<file path="src/rtl/pc_clk_pkg.sv">
// Shared constants and the clk88 phase encoding for the 8088 board clock generator.
package pc_clk_pkg;

  localparam int PC_OSC_DIV  = 7;
  localparam int PC_OSC_HI   = 3;
  localparam int PC_RST_HOLD = 4;
  localparam int PC_VGA_HALF = 2;

  // Three OSC periods per clk88 period; clk88 is high only in PH_HI.
  typedef enum logic [1:0] {
    PH0   = 2'd0,
    PH1   = 2'd1,
    PH_HI = 2'd2
  } clk88_ph_e;

endpackage

</file>
<file path="src/rtl/pc_sync2.sv">
// Two-flop synchronizer for asynchronous level inputs; resets to 0.
module pc_sync2 (
  input  logic clk_i,
  input  logic rst_ni,
  input  logic d_i,
  output logic q_o
);

  logic s1_q, s2_q;

  always_ff @(posedge clk_i or negedge rst_ni) begin
    if (!rst_ni) begin
      s1_q <= 1'b0;
      s2_q <= 1'b0;
    end else begin
      s1_q <= d_i;
      s2_q <= s1_q;
    end
  end

  assign q_o = s2_q;

endmodule

</file>
<file path="src/rtl/pc_clock_gen.sv">
// 8088 board clock/ready/reset generator: OSC, clk88 (33% duty), PCLK, edge strobes,
// 8284-style READY and power-on RESET. Define PC_VGA_CLK_EN to generate vga_clk.
module pc_clock_gen
  import pc_clk_pkg::*;
#(
  parameter int OSC_DIV  = PC_OSC_DIV,
  parameter int OSC_HI   = PC_OSC_HI,
  parameter int RST_HOLD = PC_RST_HOLD,
  parameter int VGA_HALF = PC_VGA_HALF
) (
  input  logic clk,
  input  logic reset_n,
  input  logic pwr_good,
  input  logic rdy_wait_n,
  input  logic dma_wait_n,
  output logic osc,
  output logic clk88,
  output logic clk88_rise,
  output logic clk88_fall,
  output logic pclk,
  output logic ready,
  output logic reset,
  output logic vga_clk
);

  if (OSC_DIV < 2 || OSC_DIV > 15) begin : g_bad_div
    $error("pc_clock_gen: OSC_DIV out of range");
  end
  if (OSC_HI < 1 || OSC_HI > OSC_DIV - 1) begin : g_bad_hi
    $error("pc_clock_gen: OSC_HI out of range");
  end
  if (RST_HOLD < 1 || RST_HOLD > 255) begin : g_bad_hold
    $error("pc_clock_gen: RST_HOLD out of range");
  end
  if (VGA_HALF < 1 || VGA_HALF > 255) begin : g_bad_vga
    $error("pc_clock_gen: VGA_HALF out of range");
  end

  logic [3:0] osc_cnt_q, osc_cnt_d;
  clk88_ph_e  ph_q, ph_d;
  logic [7:0] hold_cnt_q;
  logic       osc_q, clk88_q, rise_q, fall_q, pclk_q, r1_q, ready_q, reset_q;
  logic       osc_tick, rise_now, fall_now, pg_s;

  pc_sync2 u_pg_sync (
    .clk_i  (clk),
    .rst_ni (reset_n),
    .d_i    (pwr_good),
    .q_o    (pg_s)
  );

  assign osc_tick = (osc_cnt_q == 4'(OSC_DIV - 1));
  assign rise_now = osc_tick && (ph_q == PH1);
  assign fall_now = osc_tick && (ph_q == PH_HI);

  always_comb begin
    osc_cnt_d = osc_tick ? 4'd0 : osc_cnt_q + 4'd1;
    ph_d      = ph_q;
    if (osc_tick) begin
      case (ph_q)
        PH0:     ph_d = PH1;
        PH1:     ph_d = PH_HI;
        default: ph_d = PH0;
      endcase
    end
  end

  always_ff @(posedge clk or negedge reset_n) begin
    if (!reset_n) begin
      osc_cnt_q  <= 4'd0;
      ph_q       <= PH0;
      osc_q      <= 1'b0;
      clk88_q    <= 1'b0;
      rise_q     <= 1'b0;
      fall_q     <= 1'b0;
      pclk_q     <= 1'b0;
      r1_q       <= 1'b0;
      ready_q    <= 1'b0;
      reset_q    <= 1'b1;
      hold_cnt_q <= 8'd0;
    end else begin
      osc_cnt_q <= osc_cnt_d;
      ph_q      <= ph_d;
      osc_q     <= (osc_cnt_d < 4'(OSC_HI));
      clk88_q   <= (ph_d == PH_HI);
      rise_q    <= rise_now;
      fall_q    <= fall_now;
      if (fall_now) pclk_q <= ~pclk_q;
      // READY: sample on the clk88 rise, present on the following fall.
      if (rise_now) r1_q    <= rdy_wait_n & dma_wait_n;
      if (fall_now) ready_q <= r1_q;
      if (!pg_s) begin
        hold_cnt_q <= 8'd0;
        reset_q    <= 1'b1;
      end else if (reset_q && fall_now) begin
        if (hold_cnt_q != 8'(RST_HOLD)) hold_cnt_q <= hold_cnt_q + 8'd1;
        if (hold_cnt_q == 8'(RST_HOLD - 1)) reset_q <= 1'b0;
      end
    end
  end

  assign osc        = osc_q;
  assign clk88      = clk88_q;
  assign clk88_rise = rise_q;
  assign clk88_fall = fall_q;
  assign pclk       = pclk_q;
  assign ready      = ready_q;
  assign reset      = reset_q;

`ifdef PC_VGA_CLK_EN
  logic [7:0] vga_cnt_q;
  logic       vga_q;

  always_ff @(posedge clk or negedge reset_n) begin
    if (!reset_n) begin
      vga_cnt_q <= 8'd0;
      vga_q     <= 1'b0;
    end else if (vga_cnt_q == 8'(VGA_HALF - 1)) begin
      vga_cnt_q <= 8'd0;
      vga_q     <= ~vga_q;
    end else begin
      vga_cnt_q <= vga_cnt_q + 8'd1;
    end
  end

  assign vga_clk = vga_q;
`else
  assign vga_clk = 1'b0;
`endif

endmodule

</file>
<file path="config.mk">
export PLATFORM = sky130hd
export DESIGN_NAME = pc_clock_gen
export DESIGN_NICKNAME = d
export VERILOG_FILES = /design/src/rtl/pc_clk_pkg.sv /design/src/rtl/pc_sync2.sv /design/src/rtl/pc_clock_gen.sv
export SDC_FILE = /design/constraint.sdc
export NUM_CORES = 1
export LEC_CHECK = 0
export BUFFER_PORTS_ARGS = -buffer_cell sky130_fd_sc_hd__buf_2
export CAP_MARGIN = 20
export CORE_MARGIN = 3
export CORE_UTILIZATION = 50
export DETAILED_ROUTE_END_ITERATION = 10
export PLACE_DENSITY = 0.8
export SLEW_MARGIN = 20
export SYNTH_ARGS = -nofsm -noshare
export SYNTH_HDL_FRONTEND = slang
export SYNTH_SLANG_ARGS = --single-unit
</file>
<file path="constraint.sdc">
create_clock -name clk -period 1.9 [get_ports clk]
set_input_delay 0.285 -clock clk [delete_from_list [all_inputs] [get_ports clk]]
set_output_delay 0.285 -clock clk [all_outputs]
set_load 0.03 [all_outputs]
</file>
==> summary.txt, run 1 <==
Row count - 16
Crit path max-delay family - simple AND/OR/NAND/NOR gates
Sinks on Clock Net - 24
Starting density of the core - 54.72%
Crit-path max FO - 11
Worst path arrival time - 2.06 ns
Syn_nets - 116
CP max stage cell - or4_1
Share of layout cells above drive strength 1 - 21.43%
N_diodes - 0
Wire per inst - 13.54 um
Sequential fraction of the synthesis area - 53.86%
CP Class - reg -> reg
DR iter-0 viols - 15
Finished Layout Cells - 153
Mapped Cells - 109
Pre-antenna DRT Iters - 4
Reg area - 604.3 um2
Die area - 0.002838 mm2
Die Y-Extent - 53.27 um
Post-CTS Setup Bufs - 0
WP data required - 2.15 ns
Unrepaired setup endpoints after global routing - no
CP endpoint kind - register
# IOs - 13
Final hold violations - 0
Post-DRT Antenna Nets - 0
WP buf/inv - 0
Vias after detailed routing - 863
Maximum VDD drop - 0.6316 mV
Root buffer cell - clkbuf_4
FF-to-FF path depth - 4
Placed cell area - 0.001214 mm2
Vias in the first global route - 834
Area of the multi-input gates - 459.2 um2
Area of the mapped netlist - 0.001117 mm2
Total wire length - 2.071 mm
Crit path capture - hold_cnt_q[6]
Final RePlAce weighted congestion - 0.8142
Post-route setup TNS - 0 ns
Setup crit start - osc_cnt_q[0]
Die width - 53.27 um
Buffers on Ports - 11
Critical path's largest stage delay - 0.48 ns
Pleak - 0.5513 nW
Htree depth - 1
TritonCTS clock tree - done
Slew headroom - 65.41%
CP Cell Sequence - nand4bb_4, or3_4, or4_1, a21oi_1
Layout Skew - 0.008557 ns
Post-synth top flop - dfrtp_1
Final slew viol count - 0
Maximum buffer depth of the clock tree - 2
Hpwl dp - 1.405 mm
Via density - 5.641
Worst Hold Class - in -> reg
Max Clock Freq - 553.4 MHz
Worst path depth - 4
Final setup viols - 0
Fillers - 177
Startpoint types - register
Clock transition at the registers of the reported paths - 0.13 ns
GRT Total Usage - 17.29%
Status - finished clean
Area of the core - 0.002042 mm2
Cell variety after synth - 31
Post-synth EDFFs - 0
Gr ovfl total - 0
CTS Buf Count - 3
Post-synthesis register bit count - 24
Yosys warnings - 0
Fin area - 0.001262 mm2
First-pass GRT wire length - 3.512 mm
Clock Latency Late Sink - 0.32 ns
# DRC - 0
Placed cell count - 148
Largest net degree at the start of global routing - 25
Final Critical Period - 1.807 ns
Pwr/cell area - 645.6 mW/mm2
Synth async-reset ratio - 100.0%
Synth-to-layout area growth - 12.99%
Mean Syn Cell Area - 10.25 um2
Tcrit/Tclk final - 95.11%
Worst R2R Setup Slack - 0.09 ns
Post-layout nets - 134
Max-cap viol count - 0
Worst Tran Pin Value - 0.5188 ns
Initial antenna violation count - 0
R2r startpoint - osc_cnt_q[0]
Worst r2r dst - hold_cnt_q[6]
==> registers in the layout, summed over array words and instances, names as in the netlist <==
| name | flops |
|---|---|
| ready | 1 |
| r1_q | 1 |
| osc | 1 |
| u_pg_sync.s1_q | 1 |
| pclk | 1 |
| clk88_rise | 1 |
| reset | 1 |
| u_pg_sync.q_o | 1 |
| clk88_fall | 1 |
| hold_cnt_q | 8 |
| ph_q | 2 |
| osc_cnt_q | 4 |
| clk88 | 1 |
==> cell usage after synthesis, drive strengths merged (2+ instances only) <==
library cell,number,area (um2)
inv,9,33.78
nand3,8,40.04
buf,2,18.77
or4,4,30.03
o31ai,4,30.03
or3,2,17.52
nand4,4,25.02
nor2,3,11.26
xnor2,2,17.52
nand2,13,48.80
a21oi,8,40.04
nor3,3,15.01
ha,2,25.02
o21ai,8,40.04
dfrtp,23,575.6
==> what timing repair did <==
| action | 4_1_cts | 5_1_grt |
|---|---|---|
| gates resized for setup | 0 | 2 |
| endpoints found under the hold margin | 23 | 0 |
| endpoints found under the setup margin | 0 | 4 |
| hold buffers | 1 | 0 |
==> power by group <==
| group | switching [mW] | internal, mW |
|---|---|---|
| registers | 0.00260 | 0.515 |
| clock network | 0.154 | 0.117 |
| logic | 0.0191 | 0.00700 |
| total | 0.176 | 0.639 |
==> placed cells by master, fill, tap and decap left out, types with 2 or more instances in the layout <==
cell,count
xnor2_1,2
inv_1,9
ha_1,2
dfrtp_2,2
buf_2,11
or4_1,4
dfrtp_1,21
nand4_1,4
nand2_1,13
clkbuf_4,3
nor3_1,3
o31ai_1,4
buf_4,4
a21oi_1,8
o21ai_0,8
nand3_1,8
nor2_1,3
==> worst register-to-register path, cell delays in order (launching register included) <==
cell and delay (ns):
dfrtp_1 0.41, nand4bb_4 0.26, or3_4 0.44, or4_1 0.48, a21oi_1 0.15
==> how the worst min path moves through the flow <==
| stage | start | to | slack (ns) | depth (start not counted) |
|---|---|---|---|---|
| 2_1_floorplan | reset_n | clk88 | -0.01 | 0 |
| 3_3_place_gp | reset_n | hold_cnt_q[6] | 0.29 | 1 |
| 3_5_place_dp | reset_n | hold_cnt_q[3] | 0.29 | 1 |
| 4_1_cts | pwr_good | u_pg_sync.s1_q | 0.06 | 1 |
| 5_1_grt | pwr_good | u_pg_sync.s1_q | 0.05 | 1 |
| 6_report | pwr_good | u_pg_sync.s1_q | 0.07 | 1 |
==> cells by family after synthesis <==
logic type	Yosys count	synth area share, %
DFF	24	53.86
buffers and inverters	12	5.039
other	1	0.3356
and+or+nand+nor	44	23.52
xor gates and xnor gates	2	1.568
adders and majority gates	2	2.239
muxes	2	1.904
AOI/OAI and AO/OA	22	11.53
==> area by class of cell <==
| cell class | count | area share [%] |
|---|---|---|
| timing repair buffer | 16 | 7.532 |
| sequential | 24 | 47.87 |
| inverter | 9 | 2.676 |
| clock buffer | 4 | 2.874 |
| tap | 27 | 2.676 |
| multi-input combinational | 73 | 36.37 |
==> layer usage <==
layer | GRT usage [%] | part of all wire [%] | vias up
met5 | 0 | 0 | -
met4 | 9.787 | 2.6 | 0
met3 | 4.789 | 5.5 | 8
met2 | 26.33 | 46 | 24
met1 | 21.88 | 46 | 408
li1 | - | - | 423
==> metrics by stage <==
stage          setup slack (ns)  utilization (%)  hold WS, ns  power, mW
4_1_cts                 0.07088            61.70      0.06149     0.8181
3_3_place_gp             0.1655            59.44       0.2895     0.5524
5_1_grt                0.009062            61.83      0.04832     0.8444
2_1_floorplan           0.06824                -     -0.01059     0.5379
3_5_place_dp            0.09300            59.44       0.2905     0.5533
6_report                0.09300            61.83      0.06592     0.8150
No activity file was read; power rests on OpenSTA's default activity.
==> run 2: changes to the inputs <==
--- a/config.mk
+++ b/config.mk
@@ -5,11 +5,14 @@
 export SDC_FILE = /design/constraint.sdc
 export NUM_CORES = 1
 export LEC_CHECK = 0
+export ABC_AREA = 0
 export BUFFER_PORTS_ARGS = -buffer_cell sky130_fd_sc_hd__buf_2
 export CAP_MARGIN = 20
 export CORE_MARGIN = 3
 export CORE_UTILIZATION = 50
+export CTS_CLUSTER_SIZE = 30
 export DETAILED_ROUTE_END_ITERATION = 10
+export HOLD_SLACK_MARGIN = 0.1
 export PLACE_DENSITY = 0.8
 export SLEW_MARGIN = 20
 export SYNTH_ARGS = -nofsm -noshare
==> run 2 against run 1 <==
Compared with the run above: sequential power hardly changed; hold slack better by 0.14 ns; wire length is 0.19% higher; non-clock buffer count is 1 higher; critical path type unchanged; die area stayed put; clock skew is 0.0011 ns lower; sequential cell count stayed put; via count is 0.35% lower; final area is 0.79% higher; total power hardly changed; critical endpoint unchanged; global-route usage is 0.099 points higher.
==> summary.txt, run 2 (synthesis gave the netlist of run 1 again) <==
Synth-to-layout area growth - 13.89% (was 12.99%)
Die width - 53.27 um (unchanged)
Maximum VDD drop - 0.6317 mV (was 0.6316 mV)
Max reg flops - 8 (unchanged)
Comb pwr share - 3.4% (was 3.2%)
Row count - 16 (unchanged)
Final setup viols - 0 (unchanged)
Worst path arrival time - 2.06 ns (about the same)
Final design utilization - 62.32% (was 61.83%)
Worst R2R Setup Slack - 0.09 ns (about the same)
Power Total - 0.8157 mW (was 0.8150 mW)
Hold path start - dma_wait_n (was pwr_good)
Post-route setup TNS - 0 ns (unchanged)
CP max stage cell - or4_1 (unchanged)
Worst r2r dst - hold_cnt_q[6] (unchanged)
Hold endpoint - r1_q (was u_pg_sync.s1_q)
Post-DRT Antenna Nets - 0 (unchanged)
Critical path's largest stage delay - 0.48 ns (about the same)
Worst Hold Slack - 0.2063 ns (was 0.06592 ns)
Startpoint types - register (unchanged)
DR iter-0 viols - 15 (unchanged)
Placed cell area - 0.001214 mm2 (unchanged)
Placed cell count - 148 (unchanged)
R2r startpoint - osc_cnt_q[0] (unchanged)
Wire length on met3 - 114 um (was 113 um)
# DRC - 0 (unchanged)
Crit-path max FO - 11 (unchanged)
Final hold violations - 0 (unchanged)
Finished Layout Cells - 154 (was 153)
Vias in the first global route - 837 (was 834)
Max Clock Freq - 552.9 MHz (was 553.4 MHz)
Final Critical Period - 1.809 ns (was 1.807 ns)
Worst Hold Class - in -> reg (unchanged)
Slew headroom - 65.44% (was 65.41%)
Total wire length - 2.075 mm (was 2.071 mm)
P_int - 0.6407 mW (was 0.6394 mW)
TritonCTS clock tree - done (unchanged)
Clk network pwr share - 33.1% (was 33.3%)
Commonest non-fill, non-tap cell in the layout - dfrtp_1 (unchanged)
Clock transition at the registers of the reported paths - 0.13 ns (about the same)
Largest net degree at the start of global routing - 25 (unchanged)
Unrepaired setup endpoints after global routing - no (unchanged)
Root buffer cell - clkbuf_4 (unchanged)
WP data required - 2.15 ns (about the same)
CP endpoint kind - register (unchanged)
Buffers on Ports - 11 (unchanged)
Via density - 5.584 (was 5.641)
N_diodes - 0 (unchanged)
Pleak - 0.5555 nW (was 0.5513 nW)
Tcrit/Tclk final - 95.19% (was 95.11%)
Share of layout cells above drive strength 1 - 21.26% (was 21.43%)
Final slew viol count - 0 (unchanged)
Setup WS pre-CTS - 0.09300 ns (unchanged)
Maximum buffer depth of the clock tree - 2 (unchanged)
Metal-1 WL - 947 um (unchanged)
Initial antenna violation count - 0 (unchanged)
Die Y-Extent - 53.27 um (unchanged)
WP buf/inv - 0 (unchanged)
Pwr/cell area - 641.0 mW/mm2 (was 645.6 mW/mm2)
Area of the core - 0.002042 mm2 (unchanged)
Layout Skew - 0.007505 ns (was 0.008557 ns)
Final RePlAce weighted congestion - 0.8142 (unchanged)
Wire per inst - 13.47 um (was 13.54 um)
Pre-antenna DRT Iters - 4 (unchanged)
Post-CTS Setup Bufs - 0 (unchanged)
Largest registers - hold_cnt_q (8), osc_cnt_q (4), ph_q (2) (unchanged)
Crit path max-delay family - simple AND/OR/NAND/NOR gates (unchanged)
Die area - 0.002838 mm2 (unchanged)
Routed met2 length - 967 um (was 958 um)
Starting density of the core - 54.72% (unchanged)
Fin area - 0.001272 mm2 (was 0.001262 mm2)
FF-to-FF path depth - 4 (unchanged)
Worst Slack Setup Final - 0.09140 ns (was 0.09300 ns)
Worst path depth - 4 (unchanged)
Max-cap viol count - 0 (unchanged)
Switching power - 0.1749 mW (was 0.1756 mW)
Post-layout nets - 135 (was 134)
Hpwl dp - 1.405 mm (unchanged)
Vias after detailed routing - 860 (was 863)
Sequential Power Share - 63.5% (about the same)
Worst Tran Pin Value - 0.5184 ns (was 0.5188 ns)
First-pass GRT wire length - 3.532 mm (was 3.512 mm)
Sw Share - 21.45% (was 21.54%)
Hold Crit Depth - 3 (was 1)
Htree depth - 1 (unchanged)
Clock Latency Late Sink - 0.32 ns (about the same)
CTS Buf Count - 3 (unchanged)
Status - finished clean (unchanged)
Sinks on Clock Net - 24 (unchanged)
Gr ovfl total - 0 (unchanged)
Highest metal used - met4 (unchanged)
Most frequent cells in the layout - dfrtp_1, nand2_1, buf_2 (unchanged)
Biggest register - hold_cnt_q (unchanged)
GRT Total Usage - 17.39% (was 17.29%)
CP Class - reg -> reg (unchanged)
CP Cell Sequence - nand4bb_4, or3_4, or4_1, a21oi_1 (unchanged)
# IOs - 13 (unchanged)
[run 2: changes by cell type in the layout (fill, tap and decap cells not counted), sizes merged]
cell,delta
dlygate4sd3,+1
[run 2: worst reg2reg max path, stage by stage (launching register included)]
cell and delay, ns:
dfrtp_1 0.41, nand4bb_4 0.26, or3_4 0.45, or4_1 0.48, a21oi_1 0.15
[run 2: layout make-up]
class | instances | area [um2]
Fill cell | 175 | 769.5
Sequential cell | 24 | 604.3
Multi-Input combinational cell | 73 | 459.2
Timing Repair Buffer | 17 | 105.1
Clock buffer | 4 | 36.28
Inverter | 9 | 33.78
Tap cell | 27 | 33.78
[run 2: worst max path at each step]
stage	from	endpoint	slack, ns
6_report	osc_cnt_q[0]	hold_cnt_q[6]	0.09
4_1_cts	osc_cnt_q[1]	hold_cnt_q[5]	0.07
3_3_place_gp	osc_cnt_q[1]	hold_cnt_q[4]	0.17
5_1_grt	osc_cnt_q[0]	hold_cnt_q[5]	0.009
2_1_floorplan	osc_cnt_q[0]	hold_cnt_q[4]	0.07
3_5_place_dp	osc_cnt_q[1]	hold_cnt_q[5]	0.09
[run 2: power groups by stage]
stage | Combinational, mW | Sequential, mW | Clock (mW)
2_1_floorplan | 0.00854 | 0.529 | 0
3_3_place_gp | 0.0250 | 0.527 | 0
3_5_place_dp | 0.0257 | 0.528 | 0
4_1_cts | 0.0289 | 0.518 | 0.273
5_1_grt | 0.0315 | 0.519 | 0.296
6_report | 0.0277 | 0.518 | 0.270
[run 2: per-layer routing]
metal | track usage, % | up-vias
met3 | 4.789 | 6
met2 | 26.53 | 26
met1 | 21.98 | 403
li1 | - | 425
met4 | 9.787 | 0
met5 | 0 | -
[run 2: repair_timing]
action / 4_1_cts / 5_1_grt
gates resized for setup: 0 / 2
endpoints found under the hold margin: 24 / 0
endpoints found under the setup margin: 0 / 4
hold buffers: 2 / 0
==> run 3: changes to the inputs <==
--- a/config.mk
+++ b/config.mk
@@ -9,11 +9,11 @@
 export BUFFER_PORTS_ARGS = -buffer_cell sky130_fd_sc_hd__buf_2
 export CAP_MARGIN = 20
 export CORE_MARGIN = 3
-export CORE_UTILIZATION = 50
+export CORE_UTILIZATION = 60
 export CTS_CLUSTER_SIZE = 30
 export DETAILED_ROUTE_END_ITERATION = 10
 export HOLD_SLACK_MARGIN = 0.1
-export PLACE_DENSITY = 0.8
+export PLACE_DENSITY = 0.89
 export SLEW_MARGIN = 20
 export SYNTH_ARGS = -nofsm -noshare
 export SYNTH_HDL_FRONTEND = slang
==> constraint.sdc (replaced) <==
create_clock -name clk -period 2.2 [get_ports clk]
set_input_delay 0.33 -clock clk [delete_from_list [all_inputs] [get_ports clk]]
set_output_delay 0.33 -clock clk [all_outputs]
set_load 0.03 [all_outputs]
==> run 3 against run 2 <==
Compared with the run above: critical path depth did not move; final cell count fell by 4.5%; first-iteration DRC count rose by 140%; setup slack improved by 0.24 ns; global-route usage fell by 0.46 points; combinational power fell by 16%; clock skew barely moved; sequential share of layout area rose by 1.6 points; hold slack improved by 0.053 ns; final area fell by 3.6%.
==> summary.txt, run 3 (synthesis gave the netlist of run 1 again) <==
Status - finished clean (unchanged)
Largest net degree at the start of global routing - 25 (unchanged)
Final setup viols - 0 (unchanged)
Final Critical Period - 1.873 ns (was 1.809 ns)
Hpwl dp - 1.409 mm (was 1.405 mm)
Total wire length - 1.995 mm (was 2.075 mm)
Final RePlAce weighted congestion - 0.8881 (was 0.8142)
Maximum buffer depth of the clock tree - 2 (unchanged)
TritonCTS clock tree - done (unchanged)
Vias after detailed routing - 868 (was 860)
Max-cap viol count - 0 (unchanged)
Row count - 14 (was 16)
N_diodes - 0 (unchanged)
First-pass GRT wire length - 3.132 mm (was 3.532 mm)
Biggest register - hold_cnt_q (unchanged)
Unrepaired setup endpoints after global routing - no (unchanged)
Pre-antenna DRT Iters - 4 (unchanged)
Placed cell area - 0.001180 mm2 (was 0.001214 mm2)
# DRC - 0 (unchanged)
Pleak - 0.5310 nW (was 0.5555 nW)
Pwr/cell area - 544.1 mW/mm2 (was 641.0 mW/mm2)
Layout Skew - 0.007139 ns (was 0.007505 ns)
CP endpoint kind - register (unchanged)
Worst Hold Class - in -> reg (unchanged)
Cts repair resizes - 0 (unchanged)
Post-CTS Setup Bufs - 0 (unchanged)
Post-DRT Antenna Nets - 0 (unchanged)
Die width - 49.16 um (was 53.27 um)
CTS Hold Buffers Added - 1 (was 2)
DR iter-0 viols - 36 (was 15)
Share of layout cells above drive strength 1 - 16.26% (was 21.26%)
Crit-path max FO - 11 (unchanged)
Root buffer cell - clkbuf_4 (unchanged)
Worst path arrival time - 2.11 ns (was 2.06 ns)
Htree depth - 1 (unchanged)
Sinks on Clock Net - 24 (unchanged)
Synth-to-layout area growth - 9.743% (was 13.89%)
Fin area - 0.001226 mm2 (was 0.001272 mm2)
# IOs - 13 (unchanged)
WP data required - 2.44 ns (was 2.15 ns)
Fillers - 109 (was 175)
Final slew viol count - 0 (unchanged)
Via density - 5.905 (was 5.584)
Clock Latency Late Sink - 0.31 ns (was 0.32 ns)
Max reg flops - 8 (unchanged)
Final hold violations - 0 (unchanged)
Starting density of the core - 68.59% (was 54.72%)
Area of the core - 0.001629 mm2 (was 0.002042 mm2)
Initial antenna violation count - 0 (unchanged)
GRT Total Usage - 16.93% (was 17.39%)
Startpoint types - register (unchanged)
Post-layout nets - 131 (was 135)
CP Class - reg -> reg (unchanged)
Largest registers - hold_cnt_q (8), osc_cnt_q (4), ph_q (2) (unchanged)
Buffers on Ports - 11 (unchanged)
Tcrit/Tclk final - 85.15% (was 95.19%)
Final design utilization - 75.27% (was 62.32%)
Max Clock Freq - 533.8 MHz (was 552.9 MHz)
Most frequent cells in the layout - dfrtp_1, nand2_1, buf_2 (unchanged)
Commonest non-fill, non-tap cell in the layout - dfrtp_1 (unchanged)
CTS Buf Count - 3 (unchanged)
Maximum VDD drop - 0.4837 mV (was 0.6317 mV)
Post-route setup TNS - 0 ns (unchanged)
Die Y-Extent - 49.16 um (was 53.27 um)
Gr ovfl total - 0 (unchanged)
Clock transition at the registers of the reported paths - 0.12 ns (was 0.13 ns)
Vias in the first global route - 741 (was 837)
Die area - 0.002416 mm2 (was 0.002838 mm2)
Power Total - 0.6671 mW (was 0.8157 mW)
Wire per inst - 13.57 um (was 13.47 um)
[run 3: cell count changes in the layout (fill, tap and decap cells not counted)]
cell	change
clkbuf_1	+1
dfrtp_2	-2
dfrtp_1	+2
buf_4	-4
clkbuf_8	-1
[run 3: final timing paths]
check	start	to	slack, ns	cells after the start
worst min-delay path	dma_wait_n	r1_q	0.26	3
worst max register to register	osc_cnt_q[0]	hold_cnt_q[4]	0.33	4
min in group asynchronous	reset_n	hold_cnt_q[6]	0.49	2
worst max-delay path	osc_cnt_q[0]	hold_cnt_q[4]	0.33	4
worst min register to register	u_pg_sync.s1_q	u_pg_sync.q_o	0.37	0
max in group asynchronous	reset_n	reset	1.34	2
[run 3: metrics by stage]
stage                     setup WS [ns]  instances  hold WS [ns]
after floorplan                  0.3682        109       0.03441
after global placement           0.4024        141        0.3293
after detailed placement         0.3455        141        0.3336
after CTS                        0.3178        146        0.1094
after global routing             0.2121        147        0.2574
final                            0.3267        147        0.2596
[run 3: routing by layer]
layer | part of all wire [%] | track usage (%)
met5 | 0 | 0
met4 | 0.80 | 7.109
met3 | 6.5 | 3.976
met2 | 50 | 28.57
met1 | 43 | 20.56
[run 3: area by class of cell]
cell class / instances / area [um2] / area share [%]
timing repair buffer: 13 / 75.07 / 6.122
multi-input combinational: 73 / 459.2 / 37.45
tap: 24 / 30.03 / 2.449
inverter: 9 / 33.78 / 2.755
clock buffer: 4 / 26.28 / 2.143
sequential: 24 / 601.8 / 49.08
[run 3: report_power, final]
| part | internal [mW] | switching, mW | total (mW) |
|---|---|---|---|
| sequential | 0.445 | 0.00237 | 0.447 |
| combinational | 0.00712 | 0.0162 | 0.0233 |
| clock | 0.0708 | 0.126 | 0.197 |
[run 3: critical path, cell delays in order, from the launching register on]
cell and delay, ns:
dfrtp_1 0.46, nand4bb_4 0.27, or3_4 0.45, or4_1 0.47, a21oi_1 0.16
